$ cat config.mk
export PLATFORM = sky130hd
export DESIGN_NAME = mem_access_stage
export DESIGN_NICKNAME = d
export VERILOG_FILES = /design/src/rtl/mem_access_stage.sv
export SDC_FILE = /design/constraint.sdc
export NUM_CORES = 1
export LEC_CHECK = 0
export ABC_AREA = 0
export CAP_MARGIN = 20
export CORE_UTILIZATION = 46
export DETAILED_ROUTE_END_ITERATION = 7
export GPL_TIMING_DRIVEN = 0
export PLACE_DENSITY = 0.91
export SLEW_MARGIN = 10
export SYNTH_ARGS = -nofsm -noshare
export SYNTH_HDL_FRONTEND = slang
export SYNTH_SLANG_ARGS = --single-unit
export TNS_END_PERCENT = 10
$ cat constraint.sdc
create_clock -name clk -period 2.2 [get_ports clk]
set_input_delay 0.22 -clock clk [delete_from_list [all_inputs] [get_ports clk]]
set_output_delay 0.22 -clock clk [all_outputs]
set_load 0.05 [all_outputs]
$ cat src/rtl/mem_access_stage.sv
// ============================================================================
// mem_access_stage : load/store stage with req/ack memory handshake and timeout
// Optional: MEM_FWD_EN forwards the last acked store to a matching load
// Rev 1.0
// ============================================================================
`default_nettype none

module mem_access_stage #(
  parameter int TIMEOUT_CYCLES = 15,
  parameter int CNT_W          = 8
) (
  input  logic        clk,
  input  logic        rest,
  input  logic [15:0] Controll_Signal_In,
  input  logic [15:0] Read1_In,
  input  logic [15:0] AluOrMem_In,
  input  logic [3:0]  Rd_In,
  input  logic        Mem_Ack,
  input  logic [15:0] Mem_RData,
  output logic        Mem_Req,
  output logic        Mem_We,
  output logic [15:0] Mem_Addr,
  output logic [15:0] Mem_WData,
  output logic        Stall_Out,
  output logic [15:0] Controll_Signal_Out,
  output logic [15:0] WB_Data_Out,
  output logic [3:0]  Rd_Out,
  output logic        Valid_Out,
  output logic        Err_Out
);

  typedef enum logic [0:0] {
    S_IDLE   = 1'b0,
    S_ACCESS = 1'b1
  } state_e;

  localparam logic [CNT_W-1:0] C_TO_LAST = CNT_W'(TIMEOUT_CYCLES - 1);
  localparam logic [CNT_W-1:0] C_CNT_MAX = '1;

  state_e             state_q;
  logic [CNT_W-1:0]   cnt_q;
  logic [15:0]        ctrl_q;
  logic [3:0]         rd_q;
  logic               req_q, we_q, valid_q, err_q;
  logic [15:0]        addr_q, wdata_q, ctrl_out_q, wb_q;
  logic [3:0]         rd_out_q;

  logic w_mem_read, w_mem_write, w_memop, w_timeout, w_fwd_hit;
  logic [15:0] w_idle_wb;

  assign w_mem_read  = Controll_Signal_In[0];
  assign w_mem_write = Controll_Signal_In[1];
  assign w_memop     = w_mem_read | w_mem_write;
  assign w_timeout   = (cnt_q == C_TO_LAST);

`ifdef MEM_FWD_EN
  logic [15:0] ls_addr_q, ls_data_q;
  logic        ls_valid_q;

  // Only a pure load may hit; a read+write word is a store and must go out.
  assign w_fwd_hit = ls_valid_q && w_mem_read && !w_mem_write &&
                     (AluOrMem_In == ls_addr_q);
  assign w_idle_wb = (w_fwd_hit && Controll_Signal_In[3]) ? ls_data_q : AluOrMem_In;

  always_ff @(posedge clk) begin
    if (rest) begin
      ls_valid_q <= 1'b0;
      ls_addr_q  <= '0;
      ls_data_q  <= '0;
    end else if (state_q == S_ACCESS && Mem_Ack && we_q) begin
      ls_valid_q <= 1'b1;
      ls_addr_q  <= addr_q;
      ls_data_q  <= wdata_q;
    end
  end
`else
  assign w_fwd_hit = 1'b0;
  assign w_idle_wb = AluOrMem_In;
`endif

  always_comb begin
    Stall_Out = 1'b0;
    case (state_q)
      S_IDLE:   Stall_Out = w_memop && !w_fwd_hit;
      S_ACCESS: Stall_Out = !Mem_Ack && !w_timeout;
      default:  Stall_Out = 1'b0;
    endcase
  end

  always_ff @(posedge clk) begin
    if (rest) begin
      state_q    <= S_IDLE;
      cnt_q      <= '0;
      ctrl_q     <= '0;
      rd_q       <= '0;
      req_q      <= 1'b0;
      we_q       <= 1'b0;
      addr_q     <= '0;
      wdata_q    <= '0;
      ctrl_out_q <= '0;
      wb_q       <= '0;
      rd_out_q   <= '0;
      valid_q    <= 1'b0;
      err_q      <= 1'b0;
    end else begin
      case (state_q)
        S_IDLE: begin
          if (w_memop && !w_fwd_hit) begin
            req_q   <= 1'b1;
            we_q    <= w_mem_write;
            addr_q  <= AluOrMem_In;
            wdata_q <= Read1_In;
            ctrl_q  <= Controll_Signal_In;
            rd_q    <= Rd_In;
            valid_q <= 1'b0;
            cnt_q   <= '0;
            state_q <= S_ACCESS;
          end else begin
            ctrl_out_q <= Controll_Signal_In;
            wb_q       <= w_idle_wb;
            rd_out_q   <= Rd_In;
            valid_q    <= 1'b1;
          end
        end
        S_ACCESS: begin
          if (Mem_Ack) begin
            req_q      <= 1'b0;
            valid_q    <= 1'b1;
            ctrl_out_q <= ctrl_q;
            rd_out_q   <= rd_q;
            wb_q       <= ctrl_q[3] ? Mem_RData : addr_q;
            state_q    <= S_IDLE;
          end else if (w_timeout) begin
            // Abandoned access retires as a bubble-like result that cannot write back.
            req_q      <= 1'b0;
            err_q      <= 1'b1;
            valid_q    <= 1'b1;
            ctrl_out_q <= ctrl_q & ~16'h0004;
            rd_out_q   <= rd_q;
            wb_q       <= '0;
            state_q    <= S_IDLE;
          end else if (cnt_q != C_CNT_MAX) begin
            cnt_q <= cnt_q + 1'b1;
          end
        end
        default: state_q <= S_IDLE;
      endcase
    end
  end

  assign Mem_Req             = req_q;
  assign Mem_We              = we_q;
  assign Mem_Addr            = addr_q;
  assign Mem_WData           = wdata_q;
  assign Controll_Signal_Out = ctrl_out_q;
  assign WB_Data_Out         = wb_q;
  assign Rd_Out              = rd_out_q;
  assign Valid_Out           = valid_q;
  assign Err_Out             = err_q;

endmodule

`default_nettype wire

# Yosys cells after proc, flatten, opt, wreduce, memory -nomap -nowiden
# Cells that the tools add are included.
word_totals:
  reg_bits: 101
  inputBits: 71
  out_inout_bits: 73
  word_cells: 64
op_classes:
  n_addsub: 1
  n_eq_ne: 8
  n_mux: 31
  bitwise: 3
  n_reduce_logical: 8
op_table:
  columns: ["operator", "n"]
  rows:
  - ["two-way mux 16 bit", 7]
  - ["case mux 16 bit (2 select lines)", 2]
  - ["two-way mux 8 bit", 4]
  - ["case mux 8 bit (2 select lines)", 1]
  - ["two-way mux 4 bit", 3]
  - ["two-way mux 1 bit", 9]
  - ["adder 8 x 1 -> 8 bit, second input constant", 1]
  - ["== test 8 x 4 -> 1 bit, second input constant", 1]
  - ["!= test 2 bit, second input constant", 4]
  - ["!= test 8 bit, second input constant", 1]
  - ["case mux 1 bit (2 select lines)", 4]
  - ["case mux 4 bit (2 select lines)", 1]
  - ["AND reduction 2 bit", 3]
  - ["AND reduction 4 bit", 1]
  - ["!= test 3 x 2 -> 1 bit, second input constant", 1]
  - ["AND reduction 3 bit", 1]
  - ["logical NOT 1 bit", 2]
  - ["!= test 2 x 1 -> 1 bit, second input constant", 1]
  - ["inverter 1 bit", 2]
  - ["logical AND 1 bit", 1]
  - ["bitwise OR 1 bit", 1]

# Longest topological paths before layout
logic_depth:
  word_depth: 5
  ltp_mapped: 8
  mapped_depth_nobuf: 6

# Worst setup path before layout
# OpenSTA, ideal clock, no wires.
synth_timing:
  kind: "reg2reg"
  start: "reg cnt_q[0]"
  end: "reg valid_q, in the netlist Valid_Out"
  t_arrival_ps: 1439
  setup_slack_ps: 629
  stages_incl_launch_ff: 8
  path_buffers: 1
  period_less_slack_ps: 1571
  cell_sequence: "dfxtp_1 -> inv_1 -> ha_1 -> a41oi_4 -> nor2_1 -> buf_4 -> inv_2 -> a21oi_1"
synth_between:
  elab_chain_cells: 2
synth_lines:
  columns: ["element", "line", "source"]
  rows:
  - ["from (decl)", "41", "logic [CNT_W-1:0] cnt_q;"]
  - ["from (signal assigned)", "143", "cnt_q <= cnt_q + 1'b1;"]
  - ["== test 8 x 4 -> 1 bit", "54", "assign w_timeout = (cnt_q == C_TO_LAST);"]
  - ["!= test 3 x 2 -> 1 bit (no source line)", null, null]
  - ["to (signal assigned)", "103", "valid_q <= 1'b0;"]
  - ["to (signal assigned)", "115", "valid_q <= 1'b0;"]
  - ["to (signal assigned)", "122", "valid_q <= 1'b1;"]
  - ["to (decl)", "44", "logic req_q, we_q, valid_q, err_q;"]
# No other way between the ends.
# A chain may end at the register's enable or synchronous reset.

# Final worst setup path
layout_timing:
  start: "reg state_q"
  end: "out Stall_Out"
layout_between:
  elab_chain_cells: 2
layout_lines:
  columns: ["element", "line", "source"]
  rows:
  - ["from (decl)", "40", "state_e state_q;"]
  - ["from (signal assigned)", "92", "state_q <= S_IDLE;"]
  - ["from (signal assigned)", "117", "state_q <= S_ACCESS;"]
  - ["from (signal assigned)", "132", "state_q <= S_IDLE;"]
  - ["inverter 1 bit (no source line)", null, null]
  - ["case mux 1 bit (2 select lines) *", "83", "case (state_q)"]
  - ["to (decl)", "24", "output logic Stall_Out,"]
# Every way passes the cells marked *; elsewhere a longest branch is shown, timed or not.

==> results.md <==
* Status: finished clean
* Worst-Margin Slew at 705 ps
* Slew Viols, Final at 0
* CP startpoint: state_q
* Fin crit period at 2110 ps
* Post-Route WL at 13.0 mm
* Number of synthesized flops with an enable pin at 0
* Slew HR at 0.530
* RSZ-0062 raised after global routing: no
* H-tree levels at 3
* GP Congestion at 0.944
* Worst-path fanout max at 10
* Initial Utilization at 0.473
* R2R Setup Slk at 400 ps
* Share of cells above drive strength 1 at 0.0714
* Later-pin clock latency in the skew report at 380 ps
* CP Capture Point: Stall_Out
* Leak Pwr at 2.32 nW
* Worst R2R Path Depth at 6
* Setup Viol. Count Final at 0
* Clk sink count at 100
* Die Y at 99.3 microns
* Fin util at 0.671
* Max Freq at 475 MHz
* Post-synthesis net count at 599
* I/O pins at 144
* Worst Hold Depth at 3
* Die area at 0.00985 sq mm
* Cts bufs inserted at 9
* Data arrival, critical path at 1890 ps
* Number of distinct library cells after synthesis at 46
* RR Endpoint: Mem_WData[1]
* Clock Tree Root: clkbuf_8
* Vias in the first global route at 4384
* Initial DRC count at 258
* CTS tree: yes
* # nets final at 754
* Core footprint at 0.00920 sq mm
* Synth Instances at 526
* Tcrit/Tclk final at 0.958
* First-pass GRT wire length at 20.7 mm
* FILL cells at 761
* HP Class: primary input to flip-flop
* FF+latch count, synth at 100
* Hold Fails Final Rpt at 0
* Vias per cell at 5.67
* Critical R2R Launch: state_q
* Buffers on Ports at 143
* Die width at 99.3 microns
* Wire per inst at 16.4 microns
* Power Dens Cells at 790 mW/mm^2
* Clk slew on worst S/H paths at 100 ps
* DP HPWL at 9.54 mm
* Critical Path Sink Type: primary output
* Max clock buf depth at 2
* Max-cap viol count at 0
* Skew final at 12.4 ps
* Post-synthesis sequential area ratio at 0.460
* Number of placed instances, taps included at 780
* Peak supply drop at 0.000378 V
* Largest net degree at the start of global routing at 18
* Post-route ant nets at 0
* Vias at 4519
* Met3 GRT Util at 0.0471
* Post-Syn Area at 0.00435 sq mm
* Total GRT Usage at 0.265
* Top FF cell, synth: dfxtp_1
* # rows at 35
* Antenna diodes at 0
* Post-route DRC at 0
* Fraction of registers with async set/reset at 0
* M1 GR Usage at 0.322
* Grt ovf at 0
* Global routing's busiest layer: met2
* Non-Filler Instances at 797
* Area Growth Syn to Fin at 41.9%
* Post-CTS Hold Buffers at 0
* Syn_area_per_cell at 8.27 sq um
* Grt met2 use at 0.442
* Initial antenna violation count at 0
* WP data required at 1980 ps
* Kind of critical path: flip-flop to primary output
* Startpoint types: flip-flop
* Ys Warns at 0
* DR pass1 iterations at 5
==> sequential cells by signal (all words and copies together), names as in the netlist <==
register	count
Valid_Out	1
rd_q	4
Err_Out	1
WB_Data_Out	16
Controll_Signal_Out	16
cnt_q	8
Mem_Req	1
Mem_WData	16
ctrl_q	16
state_q	1
Mem_Addr	16
Rd_Out	4
==> worst min path at each step <==
stage                                start            end  slack (ps)
finish                        Read1_In[14]  Mem_WData[14]         370
global route                   Read1_In[8]   Mem_WData[8]         390
CTS                           Read1_In[14]  Mem_WData[14]         370
detailed placement            Mem_WData[9]   Mem_WData[9]         450
global placement                 Valid_Out      Valid_Out         440
floorplan           Controll_Signal_In[10]     ctrl_q[10]         360
==> repair_timing <==
action,CTS,global route
gates resized for setup,5,2
setup buffers,1,0
hold endpoints to repair,0,0
pin swaps,1,0
setup endpoints to repair,1,1
==> cell usage after synthesis, types with 2 or more instances <==
cell	count	area [sq um]
o21ai_0	6	30.0
dfxtp_1	100	2000
buf_4	2	15.0
and4_1	2	17.5
o21bai_1	2	15.0
nor3_1	34	170
and2_1	2	12.5
a21oi_1	90	450
buf_1	5	18.8
buf_2	16	80.1
nand2b_1	3	18.8
a32o_1	3	30.0
a211oi_1	16	120
nand3_1	10	50.1
nand2_1	105	394
a31oi_1	3	18.8
ha_1	2	25.0
clkbuf_1	21	78.8
buf_6	2	22.5
nor2_1	7	26.3
mux2i_1	34	340
o22ai_1	16	100
inv_1	22	82.6
==> area by class of cell <==
type | instances | area, sq um | area share
multi-input cells | 357 | 2050 | 0.332
flip-flops and latches | 100 | 2000 | 0.324
repair buffers | 144 | 1440 | 0.233
plain buffers | 46 | 215 | 0.0349
well taps | 111 | 139 | 0.0225
clock buffers | 9 | 124 | 0.0201
clock inverters | 7 | 123 | 0.0199
inverters | 23 | 86.3 | 0.0140
==> kinds of logic (layout without fill, tap and decap cells) <==
| logic type | count (synthesis) | after routing | synth area share |
|---|---|---|---|
| multiplexers | 34 | 34 | 0.0782 |
| AND/OR/NAND/NOR | 173 | 173 | 0.179 |
| buffers and inverters | 69 | 229 | 0.0693 |
| flip-flops | 100 | 100 | 0.460 |
| AO/OA/AOI/OAI | 148 | 148 | 0.208 |
| adder cells (fa/ha/maj) | 2 | 2 | 0.00575 |
==> layer usage <==
layer  wire length (microns)  part of all wire  vias to the layer above
met3                     840             0.064                       52
met4                     561             0.043                        0
met2                    6310              0.48                      225
li1                        -                 -                     2142
met5                       0                 0                        -
met1                    5330              0.41                     2100
==> report_power, final <==
part	internal (mW)	switching (mW)
registers	1.96	0.0848
logic	0.517	0.879
clock network	0.761	0.680
==> cell usage in the layout, fill, tap and decap left out, types with 2 or more instances in the layout <==
cell type and n:
ha_1 2, inv_1 22, a21oi_1 90, nor2_1 7, a32o_1 3, buf_2 16, nor3_1 34, buf_4 3
nand2b_1 3, dfxtp_1 99, a31oi_1 3, buf_6 2, a211oi_1 16, buf_1 5, and4_1 2, nand2_1 105
bufinv_16 3, and2_1 2, clkbuf_8 9, clkinvlp_4 2, o21ai_0 6, o21bai_1 2, mux2i_1 34, nand3_1 10
o22ai_1 16, clkbuf_1 21, clkdlybuf4s50_1 142
==> through the flow <==
step	hold WS (ps)	area, sq um	worst slack [ps]	setup TNS (ps)	total power, mW
after floorplan	356	4350	629	0	2.94
after global placement	440	5920	-608	-608	3.43
after detailed placement	446	5920	-617	-637	3.47
after CTS	366	6170	28.7	0	4.89
after global routing	389	6170	20.5	0	5.06
final	373	6170	92.6	0	4.88
==> critical path: stages (launching register included) <==
cell and delay (ps):
dfxtp_1 310, buf_2 150, o21ba_2 230, buf_2 230, nor2_1 100, buf_4 190, inv_2 90, clkbuf_4 230
Note: power is estimated with default switching activity, not from simulation.
